==> src/rtl/sram_arb_pkg.sv <==
// Shared types and constants for the SRAM arbiter between video scan-out and CPU.
package sram_arb_pkg;

    localparam int DEFAULT_AW = 14;
    localparam int DW         = 16;

    typedef enum logic [1:0] {
        OWN_NONE = 2'd0,
        OWN_VID  = 2'd1,
        OWN_CPU  = 2'd2
    } owner_e;

endpackage

==> src/rtl/sram_arb_return.sv <==
// Read-return pipeline: carries the owner of each issued access for one cycle,
// then steers the SRAM pad data into that owner's rdata with a one-cycle rvalid.
module sram_arb_return
    import sram_arb_pkg::*;
(
    input  logic          clk_core,
    input  logic          reset,
    input  owner_e        issue_owner,
    input  logic [DW-1:0] sram_to_host,
    output logic          vid_rvalid,
    output logic [DW-1:0] vid_rdata,
    output logic          cpu_rvalid,
    output logic [DW-1:0] cpu_rdata
);

    owner_e owner_q;

    // owner_q lines up with the access currently on the pads; data is captured as that cycle ends
    always_ff @(posedge clk_core) begin
        if (reset) begin
            owner_q    <= OWN_NONE;
            vid_rvalid <= 1'b0;
            vid_rdata  <= '0;
            cpu_rvalid <= 1'b0;
            cpu_rdata  <= '0;
        end else begin
            owner_q    <= issue_owner;
            vid_rvalid <= (owner_q == OWN_VID);
            cpu_rvalid <= (owner_q == OWN_CPU);
            if (owner_q == OWN_VID) begin
                vid_rdata <= sram_to_host;
            end
            if (owner_q == OWN_CPU) begin
                cpu_rdata <= sram_to_host;
            end
        end
    end

endmodule

==> src/rtl/sram_arbiter.sv <==
// Two-port arbiter for the shared asynchronous SRAM: video has priority, the CPU is
// forced through after MAX_STALL lost cycles, and a write-to-read turnaround is optional.
module sram_arbiter
    import sram_arb_pkg::*;
#(
    parameter int AW         = DEFAULT_AW,
    parameter int MAX_STALL  = 3,
    parameter int TURNAROUND = 1
) (
    input  logic          clk_core,
    input  logic          reset,
    input  logic          vid_req,
    input  logic [AW-1:0] vid_addr,
    output logic          vid_gnt,
    output logic          vid_rvalid,
    output logic [DW-1:0] vid_rdata,
    input  logic          cpu_req,
    input  logic          cpu_we,
    input  logic [AW-1:0] cpu_addr,
    input  logic [DW-1:0] cpu_wdata,
    output logic          cpu_gnt,
    output logic          cpu_rvalid,
    output logic [DW-1:0] cpu_rdata,
    output logic [AW-1:0] sram_a,
    output logic          sram_wr,
    output logic [DW-1:0] host_to_sram,
    input  logic [DW-1:0] sram_to_host
);

    localparam int SW = (MAX_STALL > 0) ? $clog2(MAX_STALL + 1) : 1;
    localparam logic [SW-1:0] STALL_MAX = SW'(MAX_STALL);

    logic [SW-1:0] stall_cnt;
    logic          turn_active;
    logic          vid_blocked;
    logic          cpu_blocked;
    logic          force_cpu;
    owner_e        issue_owner;

    assign turn_active = (TURNAROUND != 0) && sram_wr;
    assign vid_blocked = turn_active;
    assign cpu_blocked = turn_active && !cpu_we;
    assign force_cpu   = cpu_req && (stall_cnt == STALL_MAX);

    always_comb begin
        vid_gnt     = 1'b0;
        cpu_gnt     = 1'b0;
        issue_owner = OWN_NONE;
        if (!reset) begin
            if (force_cpu && !cpu_blocked) begin
                cpu_gnt = 1'b1;
            end else if (vid_req && !vid_blocked) begin
                vid_gnt = 1'b1;
            end else if (cpu_req && !cpu_blocked) begin
                cpu_gnt = 1'b1;
            end
        end
        if (vid_gnt) begin
            issue_owner = OWN_VID;
        end else if (cpu_gnt && !cpu_we) begin
            issue_owner = OWN_CPU;
        end
    end

    // Turnaround-blocked cycles count as lost cycles for the CPU as well
    always_ff @(posedge clk_core) begin
        if (reset) begin
            stall_cnt <= '0;
        end else if (!cpu_req || cpu_gnt) begin
            stall_cnt <= '0;
        end else if (stall_cnt != STALL_MAX) begin
            stall_cnt <= stall_cnt + 1'b1;
        end
    end

    always_ff @(posedge clk_core) begin
        if (reset) begin
            sram_a       <= '0;
            sram_wr      <= 1'b0;
            host_to_sram <= '0;
        end else if (vid_gnt) begin
            sram_a       <= vid_addr;
            sram_wr      <= 1'b0;
            host_to_sram <= cpu_wdata;
        end else if (cpu_gnt) begin
            sram_a       <= cpu_addr;
            sram_wr      <= cpu_we;
            host_to_sram <= cpu_wdata;
        end else begin
            sram_wr      <= 1'b0;
        end
    end

    sram_arb_return u_return (
        .clk_core     (clk_core),
        .reset        (reset),
        .issue_owner  (issue_owner),
        .sram_to_host (sram_to_host),
        .vid_rvalid   (vid_rvalid),
        .vid_rdata    (vid_rdata),
        .cpu_rvalid   (cpu_rvalid),
        .cpu_rdata    (cpu_rdata)
    );

endmodule
==> config.mk <==
export PLATFORM = sky130hd
export DESIGN_NAME = sram_arbiter
export DESIGN_NICKNAME = d
export VERILOG_FILES = /design/src/rtl/sram_arb_pkg.sv /design/src/rtl/sram_arb_return.sv /design/src/rtl/sram_arbiter.sv
export SDC_FILE = /design/constraint.sdc
export NUM_CORES = 1
export LEC_CHECK = 0
export CELL_PAD_IN_SITES_DETAIL_PLACEMENT = 2
export CELL_PAD_IN_SITES_GLOBAL_PLACEMENT = 2
export CORE_ASPECT_RATIO = 0.6
export CORE_MARGIN = 3
export CORE_UTILIZATION = 23
export DETAILED_ROUTE_END_ITERATION = 16
export HOLD_SLACK_MARGIN = 0.05
export PLACE_DENSITY = 0.93
export RECOVER_POWER = 25
export SETUP_SLACK_MARGIN = 0.05
export SLEW_MARGIN = 20
export SYNTH_ARGS = -nofsm -noshare
export SYNTH_HDL_FRONTEND = slang
export SYNTH_SLANG_ARGS = --single-unit
==> constraint.sdc <==
create_clock -name clk_core -period 2.8 [get_ports clk_core]
set_input_delay 0.7 -clock clk_core [delete_from_list [all_inputs] [get_ports clk_core]]
set_output_delay 0.7 -clock clk_core [all_outputs]
set_load 0.02 [all_outputs]
# Word level (Yosys, flattened, before mapping)

Index checks and enable logic that the tools add are counted.

Add/sub/neg operators: 1
Eq/ne operators: 4
Muxes and demuxes: 13
Bitwise logic cells: 1
Reductions and logical operators: 15

Operators with widths:

| kind                                                 | count |
|---|---|
| two-way mux 16 bit                                   | 2 |
| two-way mux 14 bit                                   | 2 |
| two-way mux 1 bit                                    | 8 |
| logical AND 1 bit                                    | 6 |
| equality test 2 bit (second input constant)          | 2 |
| logical NOT 1 bit                                    | 4 |
| OR reduction 2 bit                                   | 2 |
| OR reduction 3 bit                                   | 1 |
| adder 2 x 1 -> 2 bit (second input constant)         | 1 |
| equality test 2 x 1 -> 1 bit (second input constant) | 1 |
| two-way mux 2 bit                                    | 1 |
| != test 2 bit (second input constant)                | 1 |
| nonzero test 2 bit                                   | 1 |
| logical OR 1 bit                                     | 1 |
| NOT 1 bit                                            | 1 |

Flip-flop bits (word level): 69
Input port bits: 65
Output and inout bits: 67
Word-level logic and storage cells: 44

# Longest topological paths before layout

Gate-level depths: netlist of the first run.

Word-level depth: 11
Gate-level depth with buffers: 6
Mapped depth without buffers: 4

# Cells and area by module

From an unflattened synthesis of the first run, not the netlist that was laid out.

Cell total of the unflattened synthesis: 316
Area total of the unflattened synthesis: 3146.8 um2

By module, submodules not included:

| module          | instances | cells each | area each (um2) |
|---|---|---|---|
| sram_arbiter    | 1         | 183        | 1675.4 |
| sram_arb_return | 1         | 133        | 1471.4 |

# Worst setup path after synthesis of the first run

OpenSTA, ideal clock, no wires.

Path type: input port to output port
Start point: input cpu_req
End point: output vid_gnt
Data arrival time: 1.685 ns
Required time: 2.100 ns
Path slack: 0.415 ns
Stages: 4
Path buffers: 2
Path through: buf_2 > and2_2 > buf_2 > nor3_1

Cells in the longest elaborated chain, start to end: 4

Ends and longest elaborated chain:

| what              | line               | text |
|---|---|---|
| from (decl)       | sram_arbiter.sv:17 | `input logic cpu_req,` |
| logical AND 1 bit | sram_arbiter.sv:43 | `assign force_cpu = cpu_req && (stall_cnt == STALL_MAX);` |
| logical AND 1 bit | sram_arbiter.sv:50 | `if (force_cpu && !cpu_blocked) begin` |
| two-way mux 1 bit | sram_arbiter.sv:50 |  |
| two-way mux 1 bit | sram_arbiter.sv:49 | `if (!reset) begin` |
| to (decl)         | sram_arbiter.sv:14 | `output logic vid_gnt,` |

No other way between the ends.

# Worst setup path in the final report of the first run

Start point: input vid_req
End point: output vid_gnt

Cells in the longest elaborated chain, start to end: 4

Ends and longest elaborated chain:

| what              | line               | text |
|---|---|---|
| from (decl)       | sram_arbiter.sv:12 | `input logic vid_req,` |
| logical AND 1 bit | sram_arbiter.sv:52 | `end else if (vid_req && !vid_blocked) begin` |
| two-way mux 1 bit | sram_arbiter.sv:52 |  |
| two-way mux 1 bit | sram_arbiter.sv:50 |  |
| two-way mux 1 bit | sram_arbiter.sv:49 |  |

No other way between the ends.

==> qor.yml, run 1 <==
worst_pin_slew_ns: 0.813
hold_path_class: "reg2reg"
drt_iter0_drc: 110
syn_to_final_growth_pct: 68.3
p_clk_frac: 0.472
power.share.switching: 0.241
grt_overflow_total: 0
clkSlewWorstSetupHoldPaths_ns: 0.06
hold_viol: 0
path_max_fanout: 3
worstSkewPairLatency_ns: 0.33
p_per_area_nw_per_um2: 631
synth_cells: 331
synth.top_cells.by_count: "69 x dfxtp_1, 67 x nand2_1, 49 x a21oi_1"
critPathCaptureType: "output port"
wl_um: 11700
slowest_delay_ns: 0.54
antennaDiodeCount: 0
gp_congestion: 0.758
holdBufCountCts: 0
p_leak_nw: 1.60
switchingPower_w: 0.000689
power.total_w: 0.00286
grt_pass1_vias: 3350
grt_max_degree: 55
start_kind: "primary input"
cp.required_ns: 2.10
synth.top_cell.area_share: 0.512
ctsLongestPathBuffers: 2
crit_chain: "clkdlybuf4s50_1 -> nand2b_1 -> nor3_1 -> dlygate4sd2_1"
yosys_register_bits: 69
synthFlopType: "dfxtp_1"
drc: 0
synthesis.nets: 397
avgSynthCellArea_um2: 8.15
ys_seq_area_frac: 0.512
layout.nets: 523
cts_setup_buffers: 0
drive_above_1_share: 0.0779
critPathKind: "in2out"
placed_cells_incl_taps: 601
dr.pass1.iters: 4
cp.arrival_ns: 1.98
fmaxAchievable_ghz: 0.374
cts.sinks: 69
ys_top_cells_by_area: "dfxtp_1 51%, nand2_1 9.3%, a21oi_1 9.1%, nand3_1 5.8%, o21ai_0 5.0%"
cts_resized: 4
io_pins: 132
io_buffers: 131
cts_root_buf: "clkbuf_16"
synthArstFlopShare: 0
ys_types: 24
initial_core_util: 0.245
die_y_um: 89.9
fin_cells: 617
fp.dieArea_um2: 13100
die_w_um: 146
cpMaxStageDelayCell: "clkdlybuf4s50_1"
cap_violations: 0
setup-violations-final: 0
synth_edf_count: 0
r2r_slack_ns: 1.09
power_frac_comb: 0.155
outcome: "finished, final reports clean"
hpwl_um: 8820
core_area_um2: 11000
skew_ns: 0.00434
crit_family: "buffers and inverters"
period_share: 0.956
relSlewSlack: 0.458
grt_pass1_wl_um: 18800
yosysTopAreaCell: "dfxtp_1"
synth_most_common_cell: "dfxtp_1"
num_vias: 2961
cts_tree: "done"
grt_usage: 0.178
fillers: 1227
synth_area_um2: 2700
post_drt_via_cell_ratio: 4.80
crit_buf_inv: 2
internal-power_w: 0.00217
maxSlewViolCount: 0
post-route-min-period_ns: 2.68
wl_per_cell_um: 19.0
max-vdd-ir-drop_mv: 0.287
pwr-share-seq: 0.373
pre_cts_ws_ns: -0.348
cts_buffers: 9
worst_slack_ns: 0.124
ys_warn_count: 0
ant_nets: 0
antenna_found_initial: 0
rsz0062_at_grt: "no"
ctsHtreeMaxLevel: 3
rows: 29
## routing by layer
layer,track usage,share of wire,up-vias
met3,0.0623,0.058,10
met4,0.0340,0.0079,0
met1,0.219,0.45,1458
met5,0,0,-
li1,-,-,1408
met2,0.305,0.48,85
## final cells by class
type | count | area [um^2] | area share
Timing Repair Buffer | 145 | 1420 | 0.313
Sequential cell | 69 | 1380 | 0.304
Multi-Input combinational cell | 231 | 1180 | 0.260
Clock buffer | 11 | 253 | 0.0557
Tap cell | 155 | 194 | 0.0427
Clock inverter | 5 | 106 | 0.0234
Inverter | 1 | 3.75 | 0.000827
## state kept, by name, indices dropped and copies added, names as in the netlist
signal,flops
u_return.vid_rdata,16
u_return.cpu_rdata,16
sram_a,14
u_return.owner_q,2
host_to_sram,16
stall_cnt,2
sram_wr,1
u_return.vid_rvalid,1
u_return.cpu_rvalid,1
## worst min-delay path, delay by kind of cell, from the launching register on
kind             cells  cell delay [ns]
flip-flops           1             0.31
AO/OA/AOI/OAI        1             0.05
AND/OR/NAND/NOR      1             0.05
## kinds of logic (layout without fill, tap and decap cells)
group / count (synthesis) / after routing / share of synthesized area
AND/OR/NAND/NOR: 132 / 132 / 0.220
AO/OA/AOI/OAI: 97 / 97 / 0.208
multiplexers: 1 / 1 / 0.00371
buffers and inverters: 31 / 162 / 0.0520
adder cells (fa/ha/maj): 1 / 1 / 0.00464
flip-flops: 69 / 69 / 0.512
## through the flow
stage	setup TNS, ns	util	hold slack (ns)	area [um^2]
2_1_floorplan	0	-	0.461	2700
3_3_place_gp	-0.465	0.380	0.444	4180
3_5_place_dp	-0.610	0.380	0.454	4180
4_1_cts	0	0.413	0.462	4540
5_1_grt	0	0.413	0.482	4540
6_report	0	0.413	0.458	4540
## worst paths after layout
path                                             end  depth (start not counted)                                from
hold reg to reg   u_return.vid_rdata[6]$_SDFFE_PP0P_                          2  u_return.vid_rdata[6]$_SDFFE_PP0P_
setup / recovery                             vid_gnt                          4                             vid_req
setup reg to reg              sram_a[8]$_SDFFE_PP0P_                          4           stall_cnt[0]$_SDFFE_PP0P_
hold / removal    u_return.vid_rdata[6]$_SDFFE_PP0P_                          2  u_return.vid_rdata[6]$_SDFFE_PP0P_
## power by group through the flow
stage	sequential (W)	clock [W]	combinational, W
finish	0.00107	0.00135	0.000445
global route	0.00107	0.00144	0.000479
CTS	0.00107	0.00138	0.000451
detailed placement	0.00109	0	0.000448
global placement	0.00108	0	0.000429
floorplan	0.00114	0	0.000129
## placed cells by master (no fill, tap or decap), types with 2 or more instances in the layout
cell type        count
a21oi_1             49
o21ai_0             27
dfxtp_1             69
clkbuf_8             2
nor2_1               4
buf_4               13
nor2b_1              3
nand2_1             67
nor3_1              18
nand3_1             31
bufinv_16            3
a311oi_1            14
clkbuf_16            9
nand2b_1             4
clkdlybuf4s50_1    127
dlygate4sd2_1        3
o21ai_1              4
Note: power is estimated with default switching activity, not from simulation.
==> run 2: changes to the inputs <==
--- a/config.mk
+++ b/config.mk
@@ -9,10 +9,11 @@
 export CELL_PAD_IN_SITES_GLOBAL_PLACEMENT = 2
 export CORE_ASPECT_RATIO = 0.6
 export CORE_MARGIN = 3
-export CORE_UTILIZATION = 23
+export CORE_UTILIZATION = 19
+export CTS_BUF_LIST = sky130_fd_sc_hd__clkbuf_8 sky130_fd_sc_hd__clkbuf_16
 export DETAILED_ROUTE_END_ITERATION = 16
 export HOLD_SLACK_MARGIN = 0.05
-export PLACE_DENSITY = 0.93
+export PLACE_DENSITY = 0.83
 export RECOVER_POWER = 25
 export SETUP_SLACK_MARGIN = 0.05
 export SLEW_MARGIN = 20
==> constraint.sdc (replaced) <==
create_clock -name clk_core -period 2.4 [get_ports clk_core]
set_input_delay 0.6 -clock clk_core [delete_from_list [all_inputs] [get_ports clk_core]]
set_output_delay 0.6 -clock clk_core [all_outputs]
set_load 0.02 [all_outputs]
==> qor.yml, run 2 (synthesized netlist as in run 1, its figures left out) <==
maxSlewViolCount: 0
rows: 33
drc: 0
mostFrequentLayoutCell: "clkdlybuf4s50_1"
worst_pin_slew_ns: 0.820
ctsHtreeMaxLevel: 3
drive_above_1_share: 0.0919
grt_pass1_vias: 3312
cts_tree: "done"
antenna_found_initial: 0
relSlewSlack: 0.454
pre_cts_ws_ns: -0.421
max-vdd-ir-drop_mv: 0.261
syn_to_final_growth_pct: 68.9
die_w_um: 160
critPathCaptureType: "output port"
clkSlewWorstSetupHoldPaths_ns: 0.06
internal-power_w: 0.00229
grt_usage: 0.145
period_share: 0.964
grt_overflow_total: 0
ant_nets: 0
hold_path_class: "reg2reg"
drt_iter0_drc: 49
cp.arrival_ns: 1.71
die_y_um: 98.3
cts_setup_buffers: 0
p_clk_frac: 0.429
path_max_fanout: 4
fp.dieArea_um2: 15700
dr.pass1.iters: 4
start_kind: "primary input"
critPathKind: "in2out"
switchingPower_w: 0.000796
placed_cell_area_um2: 4260
wl_um: 11500
num_vias: 2955
layout.nets: 529
reg.largest.list: "host_to_sram (16), u_return.cpu_rdata (16), u_return.vid_rdata (16)"
wl_per_cell_um: 17.4
cts_root_buf: "clkbuf_16"
cts_buffers: 9
pwr-share-seq: 0.403
setup-violations-final: 0
ctsLongestPathBuffers: 2
cts.sinks: 69
io_buffers: 131
rsz0062_at_grt: "no"
fillers: 1536
post_drt_via_cell_ratio: 4.48
p_leak_nw: 1.58
core_area_um2: 13700
outcome: "finished, final reports clean"
worstSkewPairLatency_ns: 0.32
gp_congestion: 0.762
cap_violations: 0
io_pins: 132
design_area_um2: 4560
power.share.switching: 0.258
placed_cells_incl_taps: 644
fin_cells: 660
grt_pass1_wl_um: 18200
post-route-min-period_ns: 2.31
antennaDiodeCount: 0
final_core_util: 0.331
grt_max_degree: 58
fmaxAchievable_ghz: 0.432
hold_viol: 0
layout_common_cells: "128 x clkdlybuf4s50_1, 69 x dfxtp_1, 67 x nand2_1"
initial_core_util: 0.196
skew_ns: 0.00617
hpwl_um: 8690
p_per_area_nw_per_um2: 678
power_frac_comb: 0.168
cp.required_ns: 1.80
worst_slack_ns: 0.0856
==> run 2: worst paths after layout <==
path                                        from                                   to  slack, ns  cells past startpoint
max                                      cpu_req                              vid_gnt       0.09                      4
min          u_return.cpu_rdata[15]$_SDFFE_PP0P_  u_return.cpu_rdata[15]$_SDFFE_PP0P_       0.46                      2
max reg2reg                   sram_wr$_SDFF_PP0_              sram_a[12]$_SDFFE_PP0P_       0.51                      4
min reg2reg  u_return.cpu_rdata[15]$_SDFFE_PP0P_  u_return.cpu_rdata[15]$_SDFFE_PP0P_       0.46                      2
==> run 2: power groups by stage <==
stage | Clock (W) | Sequential (W) | Combinational (W)
4_1_cts | 0.00137 | 0.00125 | 0.000529
3_5_place_dp | 0 | 0.00127 | 0.000527
2_1_floorplan | 0 | 0.00133 | 0.000151
5_1_grt | 0.00143 | 0.00125 | 0.000561
3_3_place_gp | 0 | 0.00127 | 0.000507
6_report | 0.00133 | 0.00125 | 0.000518
==> run 2: repair_timing <==
action,4_1_cts,5_1_grt
gates resized for setup,12,1
pin swaps,0,0
endpoints found under the setup margin,2,1
hold buffers,0,0
endpoints found under the hold margin,0,0
==> run 2: through the flow <==
step / hold WS (ns) / setup TNS, ns / power [W]
6_report: 0.458 / 0 / 0.00309
5_1_grt: 0.482 / 0 / 0.00324
4_1_cts: 0.462 / 0 / 0.00315
3_5_place_dp: 0.453 / -0.733 / 0.00180
3_3_place_gp: 0.442 / -0.631 / 0.00177
2_1_floorplan: 0.461 / 0 / 0.00148
==> run 2: metal layers <==
layer / global-route usage / wire length [um] / up-vias
li1: - / - / 1422
met1: 0.188 / 5480 / 1452
met2: 0.243 / 5420 / 72
met3: 0.0382 / 494 / 9
met4: 0.0353 / 83 / 0
met5: 0 / 0 / -
==> run 2: critical path, stage by stage <==
cell and delay, ns:
clkdlybuf4s50_1 0.48, and2_2 0.23, nor3_1 0.18, buf_2 0.23
==> run 2: area by class of cell <==
class	instances	area (um^2)	area share
multi-input cells	231	1190	0.261
well taps	192	240	0.0527
inverters	1	3.75	0.000824
clock buffers	10	239	0.0524
repair buffers	151	1440	0.317
clock inverters	6	62.6	0.0137
flip-flops and latches	69	1380	0.303
==> run 3: changes to the inputs <==
--- a/config.mk
+++ b/config.mk
@@ -7,7 +7,6 @@
 export LEC_CHECK = 0
 export CELL_PAD_IN_SITES_DETAIL_PLACEMENT = 2
 export CELL_PAD_IN_SITES_GLOBAL_PLACEMENT = 2
-export CORE_ASPECT_RATIO = 0.6
 export CORE_MARGIN = 3
 export CORE_UTILIZATION = 19
 export CTS_BUF_LIST = sky130_fd_sc_hd__clkbuf_8 sky130_fd_sc_hd__clkbuf_16
==> qor.yml, run 3 (synthesized netlist as in run 1, its figures left out) <==
mostFrequentLayoutCell: "clkdlybuf4s50_1"
ctsLongestPathBuffers: 2
die_y_um: 125
dr.pass1.iters: 4
antennaDiodeCount: 0
met3_usage: 0.0426
switchingPower_w: 0.000778
grt_use_met1: 0.160
start_kind: "primary input"
slowest_delay_ns: 0.48
top_usage_layer: "met2"
relSlewSlack: 0.497
multiInputGateArea_um2: 1180
rows: 42
die_w_um: 125
period_share: 0.943
initial_core_util: 0.199
cts_resized: 5
holdBufCountCts: 0
hpwl_um: 7920
design_area_um2: 4540
path_common_cell: "buf_4"
layout_common_cells: "127 x clkdlybuf4s50_1, 69 x dfxtp_1, 67 x nand2_1"
critPathKind: "in2out"
cts_setup_buffers: 0
worstSkewPairLatency_ns: 0.33
power.share.switching: 0.248
p_leak_nw: 1.59
crit_chain: "clkdlybuf4s50_1 -> buf_4 -> nand2b_1 -> nor3_1 -> buf_4"
p_per_area_nw_per_um2: 692
post_drt_via_cell_ratio: 4.61
cts_root_buf: "clkbuf_16"
ctsHtreeMaxLevel: 3
drive_above_1_share: 0.0841
hold_path_class: "reg2reg"
drt_iter0_drc: 106
grt.met2_usage: 0.235
maxSlewViolCount: 0
io_pins: 132
outcome: "finished, final reports clean"
grt_pass1_wl_um: 17100
fin_hold_ws_ns: 0.455
cts.sinks: 69
grt_overflow_total: 0
internal-power_w: 0.00236
drc: 0
power_frac_comb: 0.164
setup-violations-final: 0
clkSlewWorstSetupHoldPaths_ns: 0.05
fillers: 1558
post-route-min-period_ns: 2.26
grt_usage: 0.137
grt_pass1_vias: 3225
antenna_found_initial: 0
placed_cell_area_um2: 4230
cpMaxStageDelayCell: "clkdlybuf4s50_1"
skew_ns: 0.00390
core_area_um2: 13600
setup-tns-final_ns: 0
wl_per_cell_um: 16.7
regArea_um2: 1380
grt_max_degree: 67
ant_nets: 0
cp.arrival_ns: 1.66
fp.dieArea_um2: 15700
pwr-share-seq: 0.396
rsz0062_at_grt: "no"
path_max_fanout: 5
critPathCaptureType: "output port"
worst_pin_slew_ns: 0.755
cap_violations: 0
fmaxAchievable_ghz: 0.442
io_buffers: 131
max-vdd-ir-drop_mv: 0.320
layout.nets: 527
num_vias: 2950
reg.largest.list: "host_to_sram (16), u_return.cpu_rdata (16), u_return.vid_rdata (16)"
cp.required_ns: 1.80
gp_congestion: 0.738
cts_buffers: 9
syn_to_final_growth_pct: 68.2
hold_viol: 0
wl_um: 10700
p_clk_frac: 0.440
cts_tree: "done"
[run 3: changes by cell type in the layout (fill, tap and decap cells not counted), sizes merged]
cell           previous run  this run
clkdlybuf4s50           128       127
clkinvlp                  3         1
clkbuf                   11        10
dlygate4sd2               0         1
buf                      22        19
clkdlybuf4s15             0         1
bufinv                    1         2
[run 3: worst paths after layout]
kind	from	end	slack [ns]	depth (start not counted)
setup / recovery	vid_req	vid_gnt	0.14	5
hold / removal	u_return.cpu_rdata[0]$_SDFFE_PP0P_	u_return.cpu_rdata[0]$_SDFFE_PP0P_	0.45	2
setup reg to reg	sram_wr$_SDFF_PP0_	sram_a[0]$_SDFFE_PP0P_	0.61	4
hold reg to reg	u_return.cpu_rdata[0]$_SDFFE_PP0P_	u_return.cpu_rdata[0]$_SDFFE_PP0P_	0.45	2
[run 3: critical path, delay by kind of cell]
family	cells	cell delay, ns
buf+inv	3	0.81
simple gates	2	0.25
[run 3: metrics by stage]
step	setup WS (ns)	utilization	std cells	power (W)
after global placement	-0.247	0.312	626	0.00177
after floorplan	0.215	-	331	0.00148
final	0.136	0.335	640	0.00314
after detailed placement	-0.265	0.312	626	0.00179
after global routing	0.0895	0.335	640	0.00329
after CTS	0.102	0.335	640	0.00319
[run 3: area by class of cell]
| type | instances | area share |
|---|---|---|
| Clock buffer | 9 | 0.0496 |
| Clock inverter | 5 | 0.0171 |
| Timing Repair Buffer | 149 | 0.319 |
| Sequential cell | 69 | 0.304 |
| Tap cell | 176 | 0.0485 |
| Multi-Input combinational cell | 231 | 0.260 |
| Inverter | 1 | 0.000827 |
[run 3: routing by layer]
layer | wire length, um | vias to the layer above
li1 | - | 1411
met3 | 726 | 11
met1 | 4640 | 1428
met4 | 153 | 0
met2 | 5140 | 100
met5 | 0 | -
[run 3: power groups by stage]
stage	sequential [W]	combinational [W]	clock [W]
6_report	0.00124	0.000515	0.00138
5_1_grt	0.00125	0.000557	0.00148
4_1_cts	0.00124	0.000525	0.00143
3_5_place_dp	0.00127	0.000523	0
3_3_place_gp	0.00126	0.000509	0
2_1_floorplan	0.00133	0.000151	0
